**src/rtl/wb_arbiter.sv**
```systemverilog
// Writeback arbiter for the register file's single write port: in-order ALU results
// take priority over buffered long-latency results, with a pending-destination scoreboard.
module wb_arbiter #(
    parameter int DW    = 32,
    parameter int NREG  = 32,
    parameter int DEPTH = 4
) (
    input  logic                     clk,
    input  logic                     reset,
    input  logic                     alu_valid,
    input  logic [4:0]               alu_rd,
    input  logic [DW-1:0]            alu_wd,
    input  logic                     lu_issue,
    input  logic [4:0]               lu_issue_rd,
    input  logic                     lu_valid,
    input  logic [4:0]               lu_rd,
    input  logic [DW-1:0]            lu_wd,
    output logic                     lu_ready,
    output logic                     rf_we,
    output logic [4:0]               rf_rd,
    output logic [DW-1:0]            rf_wd,
    output logic [NREG-1:0]          busy_mask,
    output logic [$clog2(DEPTH):0]   fifo_count
);

    localparam int AW = $clog2(DEPTH);

    logic [4:0]      rdMem_q [DEPTH];
    logic [DW-1:0]   wdMem_q [DEPTH];
    logic [AW-1:0]   wrPtr_q, wrPtr_d;
    logic [AW-1:0]   rdPtr_q, rdPtr_d;
    logic [AW:0]     count_q, count_d;
    logic [NREG-1:0] busy_q, busy_d;
    logic            rfWe_q, rfWe_d;
    logic [4:0]      rfRd_q, rfRd_d;
    logic [DW-1:0]   rfWd_q, rfWd_d;

    logic            push, pop, aluSel;
    logic [4:0]      headRd;
    logic [DW-1:0]   headWd;
    logic [NREG-1:0] setMask, clrMask;

    assign headRd = rdMem_q[rdPtr_q];
    assign headWd = wdMem_q[rdPtr_q];

    // The ALU has no backpressure, so it wins the port; an rd=0 result is discarded
    // and the slot falls through to the FIFO head.
    always_comb begin
        lu_ready = (count_q < (AW+1)'(DEPTH));
        push     = lu_valid && lu_ready;
        aluSel   = alu_valid && (alu_rd != 5'd0);
        pop      = !aluSel && (count_q != '0);

        wrPtr_d  = push ? wrPtr_q + AW'(1) : wrPtr_q;
        rdPtr_d  = pop  ? rdPtr_q + AW'(1) : rdPtr_q;
        count_d  = count_q + {{AW{1'b0}}, push} - {{AW{1'b0}}, pop};

        rfWe_d   = 1'b0;
        rfRd_d   = rfRd_q;
        rfWd_d   = rfWd_q;
        if (aluSel) begin
            rfWe_d = 1'b1;
            rfRd_d = alu_rd;
            rfWd_d = alu_wd;
        end else if (pop) begin
            rfWe_d = (headRd != 5'd0);
            rfRd_d = headRd;
            rfWd_d = headWd;
        end
    end

    // Set is applied after clear so an issue in the same cycle as a pop keeps the bit busy.
    always_comb begin
        setMask = '0;
        clrMask = '0;
        if (lu_issue && (lu_issue_rd != 5'd0))
            setMask = NREG'(1) << lu_issue_rd;
        if (pop && (headRd != 5'd0))
            clrMask = NREG'(1) << headRd;
        busy_d    = (busy_q & ~clrMask) | setMask;
        busy_d[0] = 1'b0;
    end

    always_ff @(posedge clk or posedge reset) begin
        if (reset) begin
            wrPtr_q <= '0;
            rdPtr_q <= '0;
            count_q <= '0;
            busy_q  <= '0;
            rfWe_q  <= 1'b0;
            rfRd_q  <= '0;
            rfWd_q  <= '0;
        end else begin
            wrPtr_q <= wrPtr_d;
            rdPtr_q <= rdPtr_d;
            count_q <= count_d;
            busy_q  <= busy_d;
            rfWe_q  <= rfWe_d;
            rfRd_q  <= rfRd_d;
            rfWd_q  <= rfWd_d;
        end
    end

    // Storage needs no reset: entries are only read while counted as occupied.
    always_ff @(posedge clk) begin
        if (push) begin
            rdMem_q[wrPtr_q] <= lu_rd;
            wdMem_q[wrPtr_q] <= lu_wd;
        end
    end

    assign rf_we      = rfWe_q;
    assign rf_rd      = rfRd_q;
    assign rf_wd      = rfWd_q;
    assign busy_mask  = busy_q;
    assign fifo_count = count_q;

    // Decode must stall on busy registers; a register being freed this cycle may be reissued.
    assert property (@(posedge clk) disable iff (reset)
        !(lu_issue && (lu_issue_rd != 5'd0) && busy_q[lu_issue_rd] &&
          !(pop && (headRd == lu_issue_rd))))
        else $error("wb_arbiter: long-latency issue to busy register x%0d", lu_issue_rd);

    assert property (@(posedge clk) disable iff (reset)
        !(aluSel && busy_q[alu_rd]))
        else $error("wb_arbiter: ALU write to busy register x%0d", alu_rd);

endmodule
```
**config.mk**
```make
export PLATFORM = sky130hd
export DESIGN_NAME = wb_arbiter
export DESIGN_NICKNAME = d
export VERILOG_FILES = /design/src/rtl/wb_arbiter.sv
export SDC_FILE = /design/constraint.sdc
export NUM_CORES = 1
export LEC_CHECK = 0
export BUFFER_PORTS_ARGS = -buffer_cell sky130_fd_sc_hd__buf_2
export CAP_MARGIN = 0
export CORE_ASPECT_RATIO = 1.4
export CORE_MARGIN = 1
export CORE_UTILIZATION = 60
export DETAILED_ROUTE_END_ITERATION = 8
export HOLD_SLACK_MARGIN = 0.15
export PLACE_DENSITY = 0.92
export SKIP_LAST_GASP = 1
export SYNTH_ARGS = -nofsm -noshare
export SYNTH_HDL_FRONTEND = slang
export SYNTH_SLANG_ARGS = --single-unit
```
**constraint.sdc**
```tcl
create_clock -name clk -period 5.7 [get_ports clk]
set_clock_uncertainty 0.15 [all_clocks]
set_input_delay 0.285 -clock clk [delete_from_list [all_inputs] [get_ports clk]]
set_output_delay 0.285 -clock clk [all_outputs]
set_load 0.05 [all_outputs]
```
# After elaboration in Yosys (flattened, before gate mapping)

Memories as Yosys holds them, arrays and structs flattened.
Cells that the tools add are included.

Logic and storage cells: 40
RAM bits: 148
Input bits: 84
Register bits: 76
Memories: 2
Output and inout port bits: 74

Memory list:

| memory  | depth | width | read ports | clocked after memory_dff | wr ports | RTL line | text |
|---|---|---|---|---|---|---|---|
| wdMem_q | 4     | 32    | 1          | 0                        | 1        | 29       | `logic [DW-1:0] wdMem_q [DEPTH];` |
| rdMem_q | 4     | 5     | 1          | 0                        | 1        | 28       | `logic [4:0] rdMem_q [DEPTH];` |

Mux-type cells: 10
Reduce and logical (&&, ||, !) cells: 11
Magnitude comparators: 1
Add/subtract/negate cells: 4
Bitwise logic cells: 3
Shift-type cells: 2

Operators by type and width:

| kind                                                               | count |
|---|---|
| 32-bit 2-to-1 mux                                                  | 4 |
| 1-bit by 5-bit << shifter with 32-bit output, first input constant | 2 |
| 32-bit bitwise AND                                                 | 1 |
| 32-bit inverter                                                    | 1 |
| 32-bit OR                                                          | 1 |
| 5-bit nonzero test                                                 | 3 |
| 5-bit 2-to-1 mux                                                   | 2 |
| 1-bit logical AND                                                  | 5 |
| 2-bit by 1-bit adder with 2-bit output, second input constant      | 2 |
| 1-bit 2-to-1 mux                                                   | 4 |
| 3-bit by 1-bit adder with 3-bit output                             | 1 |
| 3-bit less-than comparator, second input constant                  | 1 |
| 3-bit nonzero test                                                 | 1 |
| 3-bit by 1-bit subtractor with 3-bit output                        | 1 |
| 2-bit nonzero test                                                 | 1 |
| 1-bit zero test                                                    | 1 |

# Logic depth before layout (Yosys ltp)

Gate-level depths: netlist (run 1).

Depth in word-level cells: 9
Gate-level depth with buffers: 9
Depth with buffers taken out: 9

# Worst setup path before layout (run 1)

No wires, ideal clock.

Path type: flip-flop to flip-flop
From: reg count_q[2], in the netlist fifo_count[2]
To: reg count_q[2], in the netlist fifo_count[2]
Setup time: 0.139 ns
Stages on the path, launching flop included: 10
Arrival time: 2.459 ns
Setup slack: 2.952 ns
Required time: 5.411 ns
Path buffers: 0
Clock period less this slack: 2.748 ns
Cell sequence: dfrtp_1 or3_1 nand3_2 inv_1 ha_1 inv_1 ha_1 fa_1 xnor2_1 xnor2_1

Elaborated cells on any way between the ends: 6
Classes of those cells: add/sub (2); order compare (1); reduce/logical (3)

RTL lines:

| element                                     | RTL line | text |
|---|---|---|
| start, declared                             | 32       | `logic [AW:0] count_q, count_d;` |
| start signal, assigned                      | 96       | `count_q <= count_d;` |
| 3-bit nonzero test                          | 52       | `pop = !aluSel && (count_q != '0);` |
| 1-bit logical AND                           | 52       |  |
| named net pop                               | 38       | `logic push, pop, aluSel;` |
| 3-bit by 1-bit subtractor with 3-bit output | 56       | `count_d = count_q + {{AW{1'b0}}, push} - {{AW{1'b0}}, pop};` |
| named net count_d[2]                        | 32       |  |

The timed path passes the listed nets, and every way through them passes these cells.
A chain may end at the register's enable or synchronous reset.

# Worst setup path after layout (run 1)

From: reg rdPtr_q[0]
To: reg rfRd_q[4], in the netlist rf_rd[4]

Longest elaborated chain between the ends: 3

RTL lines:

| element                | RTL line | text |
|---|---|---|
| start, declared        | 31       | `logic [AW-1:0] rdPtr_q, rdPtr_d;` |
| start signal, assigned | 95       | `rdPtr_q <= rdPtr_d;` |
| memory read 4 x 5 bit  | n/a      |  |
| 5-bit 2-to-1 mux       | 65       | `end else if (pop) begin` |
| 5-bit 2-to-1 mux       | 61       | `if (aluSel) begin` |
| end signal, assigned   | 99       | `rfRd_q <= rfRd_d;` |
| end, declared          | 35       | `logic [4:0] rfRd_q, rfRd_d;` |

No other way between the ends. The select of a mux whose other input is x is not followed.

==> results of run 1 <==
power by group through the flow:
stage               registers (mW)  logic, mW  clock network [mW]
global placement              2.40       2.27                   0
CTS                           2.41       2.42                1.41
global route                  2.47       2.58                1.50
detailed placement            2.44       2.34                   0
finish                        2.44       2.45                1.44
floorplan                     3.10       1.10                   0
worst min-delay path: cells and delay by family:
kind	cells	cell delay, ns
buffers and inverters	1	0.09
and+or+nand+nor	1	0.23
xor gates and xnor gates	1	0.17
routing by layer:
metal,vias to the layer above,part of all wire,global-route usage
li1,2727,-,-
met3,88,0.081,0.0485
met5,-,0,0
met2,472,0.54,0.579
met1,3202,0.34,0.377
met4,0,0.036,0.114
sequential cells by signal, summed over array words and instances, names as in the netlist:
signal and count:
wdMem_q 128, rdMem_q 20, rf_rd 5, rf_wd 32, wrPtr_q 2, busy_mask 31, rdPtr_q 2, fifo_count 3
rf_we 1
cells by family (layout without fill, tap and decap cells):
family | count (synthesis) | after routing | share of synthesized area
AND/OR/NAND/NOR | 163 | 163 | 0.0805
AO/OA/AOI/OAI | 119 | 119 | 0.0855
adder cells (fa/ha/maj) | 7 | 7 | 0.0105
flip-flops | 224 | 224 | 0.701
buffers and inverters | 49 | 287 | 0.0249
XOR/XNOR | 5 | 5 | 0.00483
multiplexers | 37 | 37 | 0.0928
other | 1 | 3 | 0.000414
cell usage after synthesis, types with 2 or more instances:
cell type,number
a21oi_1,46
a22o_1,2
a31oi_1,50
a41oi_1,12
a41oi_2,4
and2_1,5
buf_1,3
buf_2,12
buf_4,3
buf_6,2
clkbuf_1,20
dfrtp_1,76
edfxtp_1,148
ha_1,6
inv_1,9
mux4_1,2
mux4_2,35
nand2_1,96
nand2b_1,2
nor2_1,40
nor2b_1,5
nor3_1,3
nor3b_1,2
nor3b_4,2
o21ai_0,3
or3_1,2
xnor2_1,5
cell type report:
type	instances	area, sq um	area share
Sequential cell	224	6350	0.555
Multi-Input combinational cell	332	2500	0.219
Timing Repair Buffer	241	1620	0.142
Clock buffer	31	583	0.0510
Tap cell	189	236	0.0207
Clock inverter	6	103	0.00897
Inverter	9	35.0	0.00306
Antenna cell	2	5.00	0.000438
through the flow:
step,hold WS [ns],utilization,cell area [sq um],power [mW],setup slack (ns)
CTS,0.158,0.784,11400,6.25,2.57
finish,0.190,0.785,11400,6.33,2.61
global route,0.187,0.784,11400,6.56,2.44
detailed placement,0.350,0.682,9940,4.78,2.74
floorplan,0.234,-,9060,4.20,2.95
global placement,0.346,0.682,9940,4.68,2.87
worst min path at each step:
stage | start | end | slack [ns] | depth (start not counted)
2_1_floorplan | lu_rd[0] | rdMem_q[0][0] | 0.23 | 0
5_1_grt | lu_valid | wrPtr_q[0] | 0.19 | 3
3_3_place_gp | lu_wd[1] | wdMem_q[2][1] | 0.35 | 1
6_report | lu_valid | wrPtr_q[0] | 0.19 | 3
4_1_cts | lu_valid | wrPtr_q[0] | 0.16 | 3
3_5_place_dp | lu_rd[0] | rdMem_q[0][0] | 0.35 | 1
==> impl_metrics.toml, run 1 <==
[timing]
hold_viol_final = 0
rsz0062_at_grt = "no"
finalCriticalPeriod_ns = 3.09
drv_slew = 0
finalSetupTns_ns = 0
fmax_ghz = 0.324
tightest_slew_ns = 1.18
fin_crit_sh = 0.541
setup_viol_count_final = 0
relSlewSlack = 0.215

[critical_path]
crit_top_cell = "nand2_1"
critical_path_buf_inv_count = 2
max_stage_delay_ns = 0.70
cp_num_cells = 6
r2r-start = "rdPtr_q[0]"
r2r_setup_slack_ns = 2.61
critical_path.max_fanout = 24
crit_end = "rf_rd[4]"
start_kind = "register"
crit_path_cell_trace = "buf_4 -> mux4_2 -> nand2_1 -> nand2_1 -> a22o_1 -> dlygate4sd3_1"
crit_path_end_kind = "register"
worst_path_max_delay_cell = "dfrtp_2"
path_class = "register to register"
r2r_cells = 6
timing.rr.end = "rf_rd[4]"
cp-startpoint = "rdPtr_q[0]"
critPathArrivalTime_ns = 3.31
required_ns = 5.92
crit_family = "buffers and inverters"

[clock_network]
cts-root-buf = "clkbuf_16"
cts.sinks = 224
ctsResizeCount = 0
clockBufferDepth = 3
cts_buffers = 21
htree_levels = 1
ctsHoldBuffers = 80
path_clk_slew_ns = 0.06
postCtsSetupRepairBufs = 0
clk_latency_ns = 0.50
cts_tree = "done"

[yosys]
netlist.area_leader.share = 0.491
synth_cell_types = 37
synth_edf_count = 148
synthTopCellsByArea = "edfxtp_1 (49%), dfrtp_1 (21%), mux4_2 (8.7%)"
synth_area_sq_um = 9060
async_flop_share = 0.339
seq_area_frac_synth = 0.701
synth_top_cell_by_area = "edfxtp_1"
synth_cells = 605
synth_ff_type = "edfxtp_1"
post_synth.cell_area_avg_sq_um = 15.0
synth-seq-cells = 224
yosysWarnings = 0
syn_nets = 696

[floorplan]
rows = 52
die_h_um = 147
die_width_um = 106
dieArea_sq_um = 15600
initial_core_util = 0.622
io_pins = 158
core_sq_um = 14600

[detailed_routing]
drt-wirelength-per-cell_um = 23.3
wl_um = 24100
remaining_drc_errors = 0
dr.pass1.iters = 5
drt-initial-drc-count = 642
ant_nets = 0
viasPerCell = 6.28
vias = 6489

[final_layout]
final_layout_size_suffix_gt1_frac = 0.287
final_common_cell = "buf_2"
fillers = 761
synthToLayoutAreaGrowth_pct = 26.2
layout_common_cells = "buf_2 (156), edfxtp_1 (148), nand2_1 (96)"
instances_no_fill = 1034
fin_nets = 920

[place]
gp_congestion = 0.910
detailed_place_hpwl_um = 13000
dp.cells = 915
port_buffers = 156

[power_and_ir_drop]
switching_share = 0.408
p_comb_frac = 0.388
irDropWorstVdd_mv = 0.452
clkPwrFrac = 0.227
leakagePower_nw = 4.41
p_seq_frac = 0.385
p_int_mw = 3.75
p_switching_mw = 2.58
powerDensity_nw_per_um2 = 554

[grt]
grt_use_total = 0.316
antenna_found_initial = 1
grt-ovfl-total = 0
grt_pass1_vias = 6710
grt_max_degree = 77
grt_pass1_wl_um = 36700

[min_path]
hold_class = "input port to register"

[job]
max_cap_violations = 0

[outcome]
outcome = "complete, no violations"
(Power assumes the default switching activity.)
==> run 2, diff against run 1 <==
--- a/config.mk
+++ b/config.mk
@@ -9,10 +9,10 @@
 export CAP_MARGIN = 0
 export CORE_ASPECT_RATIO = 1.4
 export CORE_MARGIN = 1
-export CORE_UTILIZATION = 60
+export CORE_UTILIZATION = 50
 export DETAILED_ROUTE_END_ITERATION = 8
 export HOLD_SLACK_MARGIN = 0.15
-export PLACE_DENSITY = 0.92
+export PLACE_DENSITY = 0.82
 export SKIP_LAST_GASP = 1
 export SYNTH_ARGS = -nofsm -noshare
 export SYNTH_HDL_FRONTEND = slang
==> constraint.sdc (replaced) <==
create_clock -name clk -period 2.8 [get_ports clk]
set_clock_uncertainty 0.15 [all_clocks]
set_input_delay 0.14 -clock clk [delete_from_list [all_inputs] [get_ports clk]]
set_output_delay 0.14 -clock clk [all_outputs]
set_load 0.05 [all_outputs]
==> run 2 against run 1 <==
Setup slack got worse by 2.5 ns. Global-route usage fell by 4.7 points. Critical endpoint is now busy_mask[2]. Combinational power is 130% higher. Via count grew 2.9%. Sequential share of layout area fell by 4.1 points. Critical path type is now input port to register.
==> impl_metrics.toml, run 2 (same netlist as run 1, synthesis figures left out) <==
[floorplan]
initial_core_util = 0.516
die_h_um = 161
io_pins = 158
dieArea_sq_um = 18700
core_sq_um = 17500
rows = 57
die_width_um = 116

[final_layout]
layout_common_cells = "buf_2 (156), edfxtp_1 (148), dlygate4sd3_1 (141)"
multi_input_area_sq_um = 2500
largest_reg_flops = 128
final_common_cell = "buf_2"
fin_nets = 1005
fillers = 1109
seq_area_sq_um = 6350
final_layout_size_suffix_gt1_frac = 0.293
synthToLayoutAreaGrowth_pct = 36.3
top_register = "wdMem_q"

[critical_path]
crit_path_cell_trace = "dlygate4sd3_1 -> buf_2 -> nor3_1 -> a21oi_1 -> dlygate4sd3_1 -> a31oi_1 -> dlygate4sd3_1"
path_class = "input port to register"
start_kind = "input port"
r2r_setup_slack_ns = 0.22
required_ns = 3.08
critPathArrivalTime_ns = 3.00
crit_path_end_kind = "register"
max_stage_delay_ns = 0.62
r2r-start = "rdPtr_q[0]"
critical_path.max_fanout = 6
crit_top_cell = "dlygate4sd3_1"
r2r_cells = 6
timing.rr.end = "busy_mask[2]"
worst_path_max_delay_cell = "nor3_1"

[power_and_ir_drop]
switching_share = 0.401
p_switching_mw = 5.31
p_seq_frac = 0.360
powerDensity_nw_per_um2 = 1070
irDropWorstVdd_mv = 0.928
p_comb_frac = 0.421
leakagePower_nw = 4.84
clkPwrFrac = 0.220
p_int_mw = 7.95

[grt]
grt_use_total = 0.269
grt-ovfl-total = 0
grt_pass1_wl_um = 37500
antenna_found_initial = 1
grt_max_degree = 74
grt_pass1_vias = 7047

[min_path]
worstHoldPathCells = 5
hp-start = "lu_issue"
min_to = "busy_mask[16]"
hold_class = "input port to register"

[job]
max_cap_violations = 0

[clock_network]
htree_levels = 1
cts-root-buf = "clkbuf_16"
clockBufferDepth = 3
cts.sinks = 224
cts_buffers = 21
ctsResizeCount = 0
cts_tree = "done"
clk_latency_ns = 0.50
path_clk_slew_ns = 0.07

[timing]
finalCriticalPeriod_ns = 2.72
setup_viol_count_final = 0
tightest_slew_ns = 0.986
fmax_ghz = 0.368
rsz0062_at_grt = "no"
hold_ws_ns = 0.161
drv_slew = 0
relSlewSlack = 0.340
hold_viol_final = 0
fin_crit_sh = 0.970
finalSetupTns_ns = 0

[detailed_routing]
drt-initial-drc-count = 519
viasPerCell = 5.73
dr.pass1.iters = 5
vias = 6678
drt-wirelength-per-cell_um = 20.9
wl_um = 24300
ant_nets = 0
remaining_drc_errors = 0

[outcome]
outcome = "complete, no violations"

[place]
detailed_place_hpwl_um = 13200
gp_congestion = 0.802
port_buffers = 156
-- run 2: critical path, delay by kind of cell --
kind	cells	cell delay (ns)
buffers and inverters	4	1.91
AO/OA/AOI/OAI	2	0.34
AND/OR/NAND/NOR	1	0.62
-- run 2: repair_timing --
| action | 4_1_cts | 5_1_grt |
|---|---|---|
| hold buffers | 142 | 0 |
| setup endpoints to repair | 0 | 1 |
| hold endpoints to repair | 297 | 0 |
| setup buffers | 0 | 1 |
-- run 2: layout make-up --
class / count / area share
clock buffers: 25 / 0.0446
well taps: 236 / 0.0239
flip-flops and latches: 224 / 0.514
clock inverters: 12 / 0.0119
inverters: 9 / 0.00284
repair buffers: 326 / 0.200
diodes: 1 / 0.000203
multi-input cells: 332 / 0.202
-- run 2: metal layers --
layer	part of all wire	GRT usage	routed length (um)	vias up
met3	0.071	0.0413	1740	102
met4	0.047	0.132	1150	0
met2	0.54	0.488	13000	405
met1	0.35	0.302	8400	3268
met5	0	0	0	-
li1	-	-	-	2903
-- run 2: power by group through the flow --
| stage | Clock, mW | Combinational, mW | Sequential [mW] |
|---|---|---|---|
| finish | 2.91 | 5.58 | 4.78 |
| detailed placement | 0 | 5.09 | 4.78 |
| global route | 3.05 | 5.94 | 4.83 |
| CTS | 2.92 | 5.49 | 4.73 |
| floorplan | 0 | 2.24 | 6.31 |
| global placement | 0 | 5.01 | 4.75 |
-- run 2: how the worst max path moves through the flow --
stage	start	endpoint	slack [ns]	cells after the start
5_1_grt	alu_rd[3]	rf_wd[7]	0.04	8
3_3_place_gp	fifo_count[2]	fifo_count[2]	0.32	9
6_report	lu_issue_rd[3]	busy_mask[2]	0.08	7
2_1_floorplan	fifo_count[2]	fifo_count[2]	0.05	9
4_1_cts	lu_issue_rd[3]	busy_mask[2]	0.04	8
3_5_place_dp	fifo_count[2]	fifo_count[2]	0.25	9
-- run 2: metrics by stage --
stage               setup slack (ns)  total power, mW  area, sq um  std cells  utilization
global placement               0.318             9.75        10200        985        0.583
finish                        0.0842             13.3        12300       1165        0.704
floorplan                     0.0519             8.55         9060        605            -
CTS                           0.0415             13.1        12300       1164        0.704
detailed placement             0.252             9.87        10200        985        0.583
global route                  0.0427             13.8        12300       1165        0.704
